## src/rtl/mux4_sel_pkg.sv

```systemverilog
`default_nettype none
// ============================================================================
//  Module   : mux4_sel_pkg
//  Purpose  : Shared constants, FSM state type and the rotate-priority pick
//             function for the 4:1 mux select arbiter.
//  Revision : 1.0 - initial release
// ============================================================================
package mux4_sel_pkg;

  localparam int N_CH  = 4;
  localparam int SEL_W = 2;

  typedef enum logic [0:0] {
    IDLE  = 1'b0,
    GRANT = 1'b1
  } state_t;

  // Returns {found, idx}. The scan starts at ptr and wraps modulo N_CH.
  // Iterating from the farthest offset down lets the nearest hit win.
  function automatic logic [SEL_W:0] rr_pick(input logic [N_CH-1:0]  req,
                                             input logic [SEL_W-1:0] ptr);
    logic [SEL_W-1:0] idx;
    logic [SEL_W:0]   res;
    res = '0;
    for (int i = N_CH - 1; i >= 0; i--) begin
      idx = ptr + SEL_W'(i);
      if (req[idx]) res = {1'b1, idx};
    end
    return res;
  endfunction

endpackage
`default_nettype wire

```

## src/rtl/mux4_sel_arb_rr_pick4.sv

```systemverilog
`default_nettype none
// ============================================================================
//  Module   : rr_pick4
//  Purpose  : Combinational rotate-priority encoder; finds the first active
//             request at or after ptr (wrapping 3 -> 0).
//  Revision : 1.0 - initial release
// ============================================================================
module rr_pick4
  import mux4_sel_pkg::*;
(
  input  logic [N_CH-1:0]  req,
  input  logic [SEL_W-1:0] ptr,
  output logic             found,
  output logic [SEL_W-1:0] idx
);

  assign {found, idx} = rr_pick(req, ptr);

endmodule
`default_nettype wire

```

## src/rtl/mux4_sel_arb.sv

```systemverilog
`default_nettype none
// ============================================================================
//  Module   : mux4_sel_arb
//  Purpose  : Round-robin burst arbiter producing the select for a 4:1 data
//             mux, with a valid/ready handshake toward the consumer.
//             Optional macro MUX4_SEL_LOCK_EN adds the lock input, which keeps
//             the current grant past the burst limit.
//  Revision : 1.0 - initial release
// ============================================================================
module mux4_sel_arb
  import mux4_sel_pkg::*;
#(
  parameter int MAX_BURST = 4,
  parameter int CNT_W     = $clog2(MAX_BURST + 1)
) (
  input  logic             clk,
  input  logic             rst_n,
  input  logic [N_CH-1:0]  req,
  input  logic             out_ready,
`ifdef MUX4_SEL_LOCK_EN
  input  logic             lock,
`endif
  output logic [SEL_W-1:0] sel,
  output logic [N_CH-1:0]  gnt,
  output logic             out_valid,
  output logic             busy
);

  localparam logic [CNT_W-1:0] c_last = CNT_W'(MAX_BURST - 1);
  localparam logic [N_CH-1:0]  c_one  = {{(N_CH-1){1'b0}}, 1'b1};

  state_t            r_state, w_state_nxt;
  logic [SEL_W-1:0]  r_sel,   w_sel_nxt;
  logic [N_CH-1:0]   r_gnt,   w_gnt_nxt;
  logic [SEL_W-1:0]  r_ptr,   w_ptr_nxt;
  logic [CNT_W-1:0]  r_cnt,   w_cnt_nxt;

  logic              w_lock;
  logic              w_xfer;
  logic              w_rel_a;
  logic              w_rel_b;
  logic              w_release;
  logic [N_CH-1:0]   w_pick_req;
  logic [SEL_W-1:0]  w_pick_ptr;
  logic              w_found;
  logic [SEL_W-1:0]  w_idx;

`ifdef MUX4_SEL_LOCK_EN
  assign w_lock = lock;
`else
  assign w_lock = 1'b0;
`endif

  // Outputs derive from the registered state so reset clears them at once.
  assign sel       = r_sel;
  assign gnt       = r_gnt;
  assign out_valid = (r_state == GRANT) & req[r_sel];
  assign busy      = (r_state != IDLE);

  // Release conditions and the request/pointer fed to the shared picker.
  always_comb begin
    w_xfer     = out_valid & out_ready;
    w_rel_b    = ~req[r_sel];
    w_rel_a    = w_xfer & (r_cnt == c_last) & ~w_lock;
    w_release  = (r_state == GRANT) & (w_rel_a | w_rel_b);
    w_pick_req = req;
    w_pick_ptr = r_ptr;
    if (r_state == GRANT) begin
      w_pick_ptr = r_sel + SEL_W'(1);
      if (w_rel_b) w_pick_req[r_sel] = 1'b0;
    end
  end

  rr_pick4 u_pick (
    .req   (w_pick_req),
    .ptr   (w_pick_ptr),
    .found (w_found),
    .idx   (w_idx)
  );

  // Next-state logic: grant on entry, count transfers, rotate on release.
  always_comb begin
    w_state_nxt = r_state;
    w_sel_nxt   = r_sel;
    w_gnt_nxt   = r_gnt;
    w_ptr_nxt   = r_ptr;
    w_cnt_nxt   = r_cnt;
    case (r_state)
      IDLE: begin
        if (w_found) begin
          w_state_nxt = GRANT;
          w_sel_nxt   = w_idx;
          w_gnt_nxt   = c_one << w_idx;
          w_cnt_nxt   = '0;
        end
      end
      GRANT: begin
        if (w_release) begin
          w_ptr_nxt = r_sel + SEL_W'(1);
          w_cnt_nxt = '0;
          if (w_found) begin
            w_sel_nxt = w_idx;
            w_gnt_nxt = c_one << w_idx;
          end else begin
            w_state_nxt = IDLE;
            w_gnt_nxt   = '0;
          end
        end else if (w_xfer && (r_cnt != c_last)) begin
          // Saturation at c_last only matters while lock holds the grant.
          w_cnt_nxt = r_cnt + CNT_W'(1);
        end
      end
      default: begin
        w_state_nxt = IDLE;
        w_gnt_nxt   = '0;
      end
    endcase
  end

  // State and select registers with asynchronous active-low reset.
  always_ff @(posedge clk or negedge rst_n) begin
    if (!rst_n) begin
      r_state <= IDLE;
      r_sel   <= '0;
      r_gnt   <= '0;
      r_ptr   <= '0;
      r_cnt   <= '0;
    end else begin
      r_state <= w_state_nxt;
      r_sel   <= w_sel_nxt;
      r_gnt   <= w_gnt_nxt;
      r_ptr   <= w_ptr_nxt;
      r_cnt   <= w_cnt_nxt;
    end
  end

endmodule
`default_nettype wire

```

## config.mk

```make
export PLATFORM = sky130hd
export DESIGN_NAME = mux4_sel_arb
export DESIGN_NICKNAME = d
export VERILOG_FILES = /design/src/rtl/mux4_sel_pkg.sv /design/src/rtl/mux4_sel_arb_rr_pick4.sv /design/src/rtl/mux4_sel_arb.sv
export SDC_FILE = /design/constraint.sdc
export NUM_CORES = 1
export LEC_CHECK = 0
export ABC_CLOCK_PERIOD_IN_PS = 2400
export CORE_ASPECT_RATIO = 0.75
export CORE_UTILIZATION = 30
export CTS_BUF_LIST = sky130_fd_sc_hd__clkbuf_8 sky130_fd_sc_hd__clkbuf_16
export DETAILED_ROUTE_END_ITERATION = 8
export DONT_BUFFER_PORTS = 1
export GPL_ROUTABILITY_DRIVEN = 0
export PLACE_DENSITY_LB_ADDON = 0.08
export SLEW_MARGIN = 40
export SYNTH_ARGS = -nofsm -noshare
export SYNTH_HDL_FRONTEND = slang
export SYNTH_SLANG_ARGS = --single-unit
export TNS_END_PERCENT = 20
```

## constraint.sdc

```tcl
create_clock -name clk -period 2.4 [get_ports clk]
set_input_delay 0.48 -clock clk [delete_from_list [all_inputs] [get_ports clk]]
set_output_delay 0.48 -clock clk [all_outputs]
set_load 0.02 [all_outputs]
```

# Yosys cells after proc, flatten, opt, wreduce, memory -nomap -nowiden
# Index checks and enable logic that the tools add are counted.
[word_totals] word_cells=69 out_inout_bits=8 register_bits=12 inputBits=7
[op_classes] order_cmp=6 shifts=1 n_mux=33 bitwise=9 reduce_logical=5 eq_ne=5 n_addsub=5
[ops] op="two-way mux 3 bit" n=7
[ops] op="two-way mux 4 bit" n=5
[ops] op="< comparator 2 x 3 -> 1 bit (second input constant)" n=5
[ops] op="binary-select mux 1 bit (select 2 bit)" n=5
[ops] op="two-way mux 1 bit" n=8
[ops] op="case mux 4 bit (2 select lines)" n=1
[ops] op="two-way mux 2 bit" n=3
[ops] op="case mux 3 bit (2 select lines)" n=1
[ops] op="AND reduction 2 bit" n=3
[ops] op="adder 2 x 1 -> 2 bit (second input constant)" n=2
[ops] op="adder 2 bit (second input constant)" n=2
[ops] op="AND 1 bit" n=4
[ops] op="AND 4 bit" n=1
[ops] op="inequality test 2 x 1 -> 1 bit (second input constant)" n=2
[ops] op="NOT 4 bit" n=1
[ops] op="case mux 2 bit (2 select lines)" n=1
[ops] op="<< shifter 1 x 2 -> 4 bit (first input constant)" n=1
[ops] op="adder 3 x 1 -> 3 bit (second input constant)" n=1
[ops] op="equality test 3 x 2 -> 1 bit (second input constant)" n=1
[ops] op="inequality test 3 x 1 -> 1 bit (second input constant)" n=1
[ops] op="inequality test 3 x 2 -> 1 bit (second input constant)" n=1
[ops] op="demux 1 bit (select 2 bit)" n=1
[ops] op=">= comparator 2 x 1 -> 1 bit (second input constant)" n=1
[ops] op="logical AND 1 bit" n=2
[ops] op="other kinds (3)" n=4

# Logic depth before layout (Yosys ltp)
[depth] depth_word=18 depth_mapped=8 ltp_nobuf=7

# Modules after synthesis
# Synthesis repeated with hierarchy kept, for this count alone.
[hier_totals] hier_cells=74 hier_area_um2=802.0
[modules_own_cells] mod="mux4_sel_arb" area_each_um2=720.7 cells_per_inst=59 seq_area_each_um2=300.3 n_inst=1
[modules_own_cells] mod="rr_pick4" area_each_um2=81.3 cells_per_inst=15 seq_area_each_um2=0.0 n_inst=1

# Least setup slack after synthesis
# Ideal clock, no wire load.
[synth_path] path_kind="register -> register" start="register r_sel[0] (netlist: sel[0])" end="register r_gnt[1] (netlist: gnt[1])" required_time_ns=2.305 slack_ns=0.036 path_buffers=1 arrival_ns=2.268 path_stages_with_launch=9 setup_ns=0.095 period_less_slack_ns=2.364 cell_sequence="dfrtp_1 > clkbuf_1 > inv_1 > ha_1 > mux2_2 > a21oi_1 > nor2_1 > a221o_1 > o32ai_2"
[synth_between] elab_chain_len=18 word_cells_on_any_way=42 cone_classes="add/sub: 4; order compare: 2; eq/ne: 2; shift: 1; mux: 23; bitwise: 8; reduce/logical: 2"
[synth_lines] item="start: declaration" line="mux4_sel_arb.sv:33" source="logic [SEL_W-1:0] r_sel, w_sel_nxt;"
[synth_lines] item="start signal: assignment" line="mux4_sel_arb.sv:130" source="r_sel <= w_sel_nxt;"
[synth_lines] item="< comparator 2 x 3 -> 1 bit (not written as such) or >= comparator 2 x 1 -> 1 bit (tied branches)" line="mux4_sel_arb.sv:70" source="if (w_rel_b) w_pick_req[r_sel] = 1'b0;"
[synth_lines] item="logical AND 1 bit (not written as such)" line="mux4_sel_arb.sv:70"
[synth_lines] item="two-way mux 1 bit (not written as such)" line="mux4_sel_arb.sv:70"
[synth_lines] item="demux 1 bit (select 2 bit)" line="mux4_sel_arb.sv:70"
[synth_lines] item="NOT 4 bit (no source line)"
[synth_lines] item="AND 4 bit (no source line)"
[synth_lines] item="two-way mux 4 bit" line="mux4_sel_arb.sv:70"
[synth_lines] item="two-way mux 4 bit" line="mux4_sel_arb.sv:68" source="if (r_state == GRANT) begin"
[synth_lines] item="binary-select mux 1 bit (select 2 bit)" line="mux4_sel_pkg.sv:27" source="if (req[idx]) res = {1'b1, idx};"
[synth_lines] item="two-way mux 1 bit (not written as such)" line="mux4_sel_pkg.sv:27"
[synth_lines] item="two-way mux 3 bit (4 in a row)" line="mux4_sel_pkg.sv:27"
[synth_lines] item="<< shifter 1 x 2 -> 4 bit" line="mux4_sel_arb.sv:93, mux4_sel_arb.sv:103"
[synth_lines] item="two-way mux 4 bit" line="mux4_sel_arb.sv:101" source="if (w_found) begin"
[synth_lines] item="two-way mux 4 bit" line="mux4_sel_arb.sv:98" source="if (w_release) begin"
[synth_lines] item="case mux 4 bit (2 select lines)" line="mux4_sel_arb.sv:88" source="case (r_state)"
[synth_lines] item="end signal: assignment" line="mux4_sel_arb.sv:131" source="r_gnt <= w_gnt_nxt;"
[synth_lines] item="end: declaration" line="mux4_sel_arb.sv:34" source="logic [N_CH-1:0] r_gnt, w_gnt_nxt;"
# Parallel ways exist; a longest one is shown, timed or not. The select of a mux whose other input is x is not followed.
# A chain may end at the register's enable or synchronous reset.

# Worst setup path in the final report
[layout_path] start="register r_sel[1] (netlist: sel[1])" end="output out_valid"
[layout_between] elab_chain_len=3
[layout_lines] item="binary-select mux 1 bit (select 2 bit)" line="mux4_sel_arb.sv:57" source="assign out_valid = (r_state == GRANT) & req[r_sel];"
[layout_lines] item="two-way mux 1 bit (not written as such)" line="mux4_sel_arb.sv:57"
[layout_lines] item="AND 1 bit" line="mux4_sel_arb.sv:57"
[layout_lines] item="end: declaration" line="mux4_sel_arb.sv:25" source="output logic out_valid,"
# No other way between the ends. The select of a mux whose other input is x is not followed.

==> impl_results.md <==
* Mapped cell area at 945.9 um2
* DRC violation total after the first TritonRoute iteration at 31
* Clk Latency, worst-skew pair at 0.24 ns
* Port-buffer cells at 0
* Total Neg Setup Slack at 0 ns
* Commonest non-fill, non-tap cell in the layout: dfrtp_1
* Fin util at a little over a third
* # rows at 17
* Worst-path clk slew at 0.05 ns
* First-pass GRT wire length at 3.332 mm
* Cts bufs inserted at 3
* CTS max path bufs at 2
* Unrepaired setup endpoints after global routing: no
* Worst Path Required at 1.92 ns
* Crit path max-delay family: multiplexers
* Data arrival, critical path at roughly 1.8 ns
* Cell Pwr Density at 1347 nW/um2
* Vias per cell at ~5.3
* Synth cell types at 36
* # diodes at 0
* Period minus WS final at 2.268 ns
* Post-synthesis sequential area ratio at 31.75%
* ANT nets after route at 0
* Number of flops mapped to enable cells by yosys at 0
* Drt first pass iters at 4
* CP cell instances: mux4_1 -> nand2_1 -> inv_1 -> buf_4
* Outcome: finished clean
* Drt wl/cell at roughly 15 um
* Worst vdd ir at between 0.4 and 0.5 mV
* WS Path Type: flip-flop to output pin
* Crit-path max FO at 9
* # Max-Cap Violations at 0
* Max Slew Vio Count at 0
* Drt drc at 0
* Core Area at 2978 um2
* Hold WS at 0.4761 ns
* Startpoint types: flip-flop
* Total GRT Usage at 13.29%
* Final WL at 1.922 mm
* Ports at 15
* Final HPWL DP at 1.554 mm
* Die W at 66.84 um
* Fin crit share at 94.52%
* Non-Filler Instances at 130
* Number of global-route vias before repair at 684
* Fraction of layout cells with a size suffix above 1 at 21.74%
* Syn_nets at 100
* Syn Inst Count at 87
* Final Setup Violations at 0
* Nets@finish at 107
* CP max stage cell: mux4_1
* Register bit total from synthesis at 12
* Average cell area after synthesis at about 11 um2
* Largest net degree at the start of global routing at 13
* Root Buffer: clkbuf_8
* Hold crit path type: input pin to flip-flop
* Initial antenna violation count at 0
* Synth warn at 0
* Worst Tran Pin Value at about 0.56 ns
* Grt ovf at 0
* CP Capture Type: output pin
* CP peak stage delay at 0.63 ns
* Leakage power at 0.4452 nW
* Skew final at 0.001636 ns
* Area growth syn-to-layout at 11.91%
* CTS tree: yes
* Inst Count DP at between 100 and 150
* Top FF cell, synth: dfrtp_1
* Vias at 690
* Starting Density at 31.76%
* Fmax at 0.4408 GHz
* CTS H-tree depth at 1
* Die Y at 50.63 um
* Die ar. at 3384 um2
* Slew Limit Headroom at ~63%
* Share of flip-flops with an asynchronous set or reset at 100.0%
* # clock sinks at 12
* Final-report hold violation count at 0
* Most frequent cells in the layout: dfrtp_1 (12), inv_1 (7), nand2_1 (7), ha_1 (6), nand3_1 (5)
* Bufs and invs on worst path at 2
Yosys cell counts, types with 2 or more instances:
| cell | number | share of area, % |
|---|---|---|
| mux2i_1 | 2 | 2.1 |
| o21ai_0 | 2 | 1.1 |
| ha_1 | 6 | 7.9 |
| nor2b_1 | 2 | 1.3 |
| o21ai_1 | 2 | 1.1 |
| nand3b_1 | 4 | 3.2 |
| a22o_1 | 2 | 1.9 |
| nor2_1 | 4 | 1.6 |
| mux2_2 | 3 | 3.6 |
| mux2_1 | 2 | 2.4 |
| nand3_1 | 5 | 2.6 |
| mux2_4 | 2 | 3.2 |
| nand2b_1 | 2 | 1.3 |
| nand2_1 | 7 | 2.8 |
| dfrtp_1 | 12 | 32 |
| inv_1 | 7 | 2.8 |
| o221ai_4 | 2 | 5.6 |
| a21oi_1 | 3 | 1.6 |
cell families (layout without fill, tap and decap cells):
family	count (synthesis)	in the layout	synth area share, %
simple gates	25	25	15.34
compound gates	24	24	26.46
flops	12	12	31.75
mux	10	10	14.02
buf+inv	10	15	4.497
fa+ha+maj	6	6	7.936
tightest hold or removal path, cell delays in order:
cell	delay (ns)
a21oi_1	0.07
nand2_1	0.07
mux2i_1	0.05
final timing paths:
check	from	to	slack, ns	cells past startpoint
max	sel[1]	out_valid	0.13	4
min	out_ready	r_cnt[1]	0.48	3
max reg2reg	sel[1]	gnt[1]	0.17	7
min reg2reg	r_cnt[2]	r_cnt[2]	0.50	1
max in group asynchronous	rst_n	r_cnt[0]	1.36	1
min in group asynchronous	rst_n	sel[1]	0.67	1
stage by stage:
stage / instance area [um2] / power (mW) / setup WS, ns
floorplan: 945.9 / 1.072 / 0.03613
global placement: 1007 / 1.271 / 0.2357
detailed placement: 1007 / 1.251 / 0.1579
CTS: 1059 / 1.444 / 0.1101
global route: 1059 / 1.554 / 0.04369
finish: 1059 / 1.426 / 0.1315
state kept, by name, summed over array words and instances (netlist names):
register,count
gnt,4
sel,2
r_cnt,3
busy,1
r_ptr,2
area by class of cell:
cell class	instances	area [um2]
sequential	12	300.3
fill	306	1919
tap	38	47.55
clock buffer	3	41.29
timing repair buffer	5	40.04
multi-input combinational	65	603.1
inverter	7	26.28
power breakdown:
part	internal [mW]	switching [mW]
Combinational	0.381	0.465
Clock	0.110	0.0700
Sequential	0.286	0.113
layer usage:
layer,track usage (%),up-vias,share of wire (%),routed length (um)
li1,-,344,-,-
met1,18.89,333,53,1019
met2,19.02,13,41,792
met3,5.227,0,5.7,110
met4,2.128,0,0,0
met5,0,-,0,0
timing repair:
action / CTS / global route
setup buffers: 0 / 0
gates resized for setup: 0 / 0
endpoints found under the hold margin: 12 / 0
endpoints found under the setup margin: 0 / 0
hold buffers: 1 / 0
Note: power is estimated with default switching activity, not from simulation.
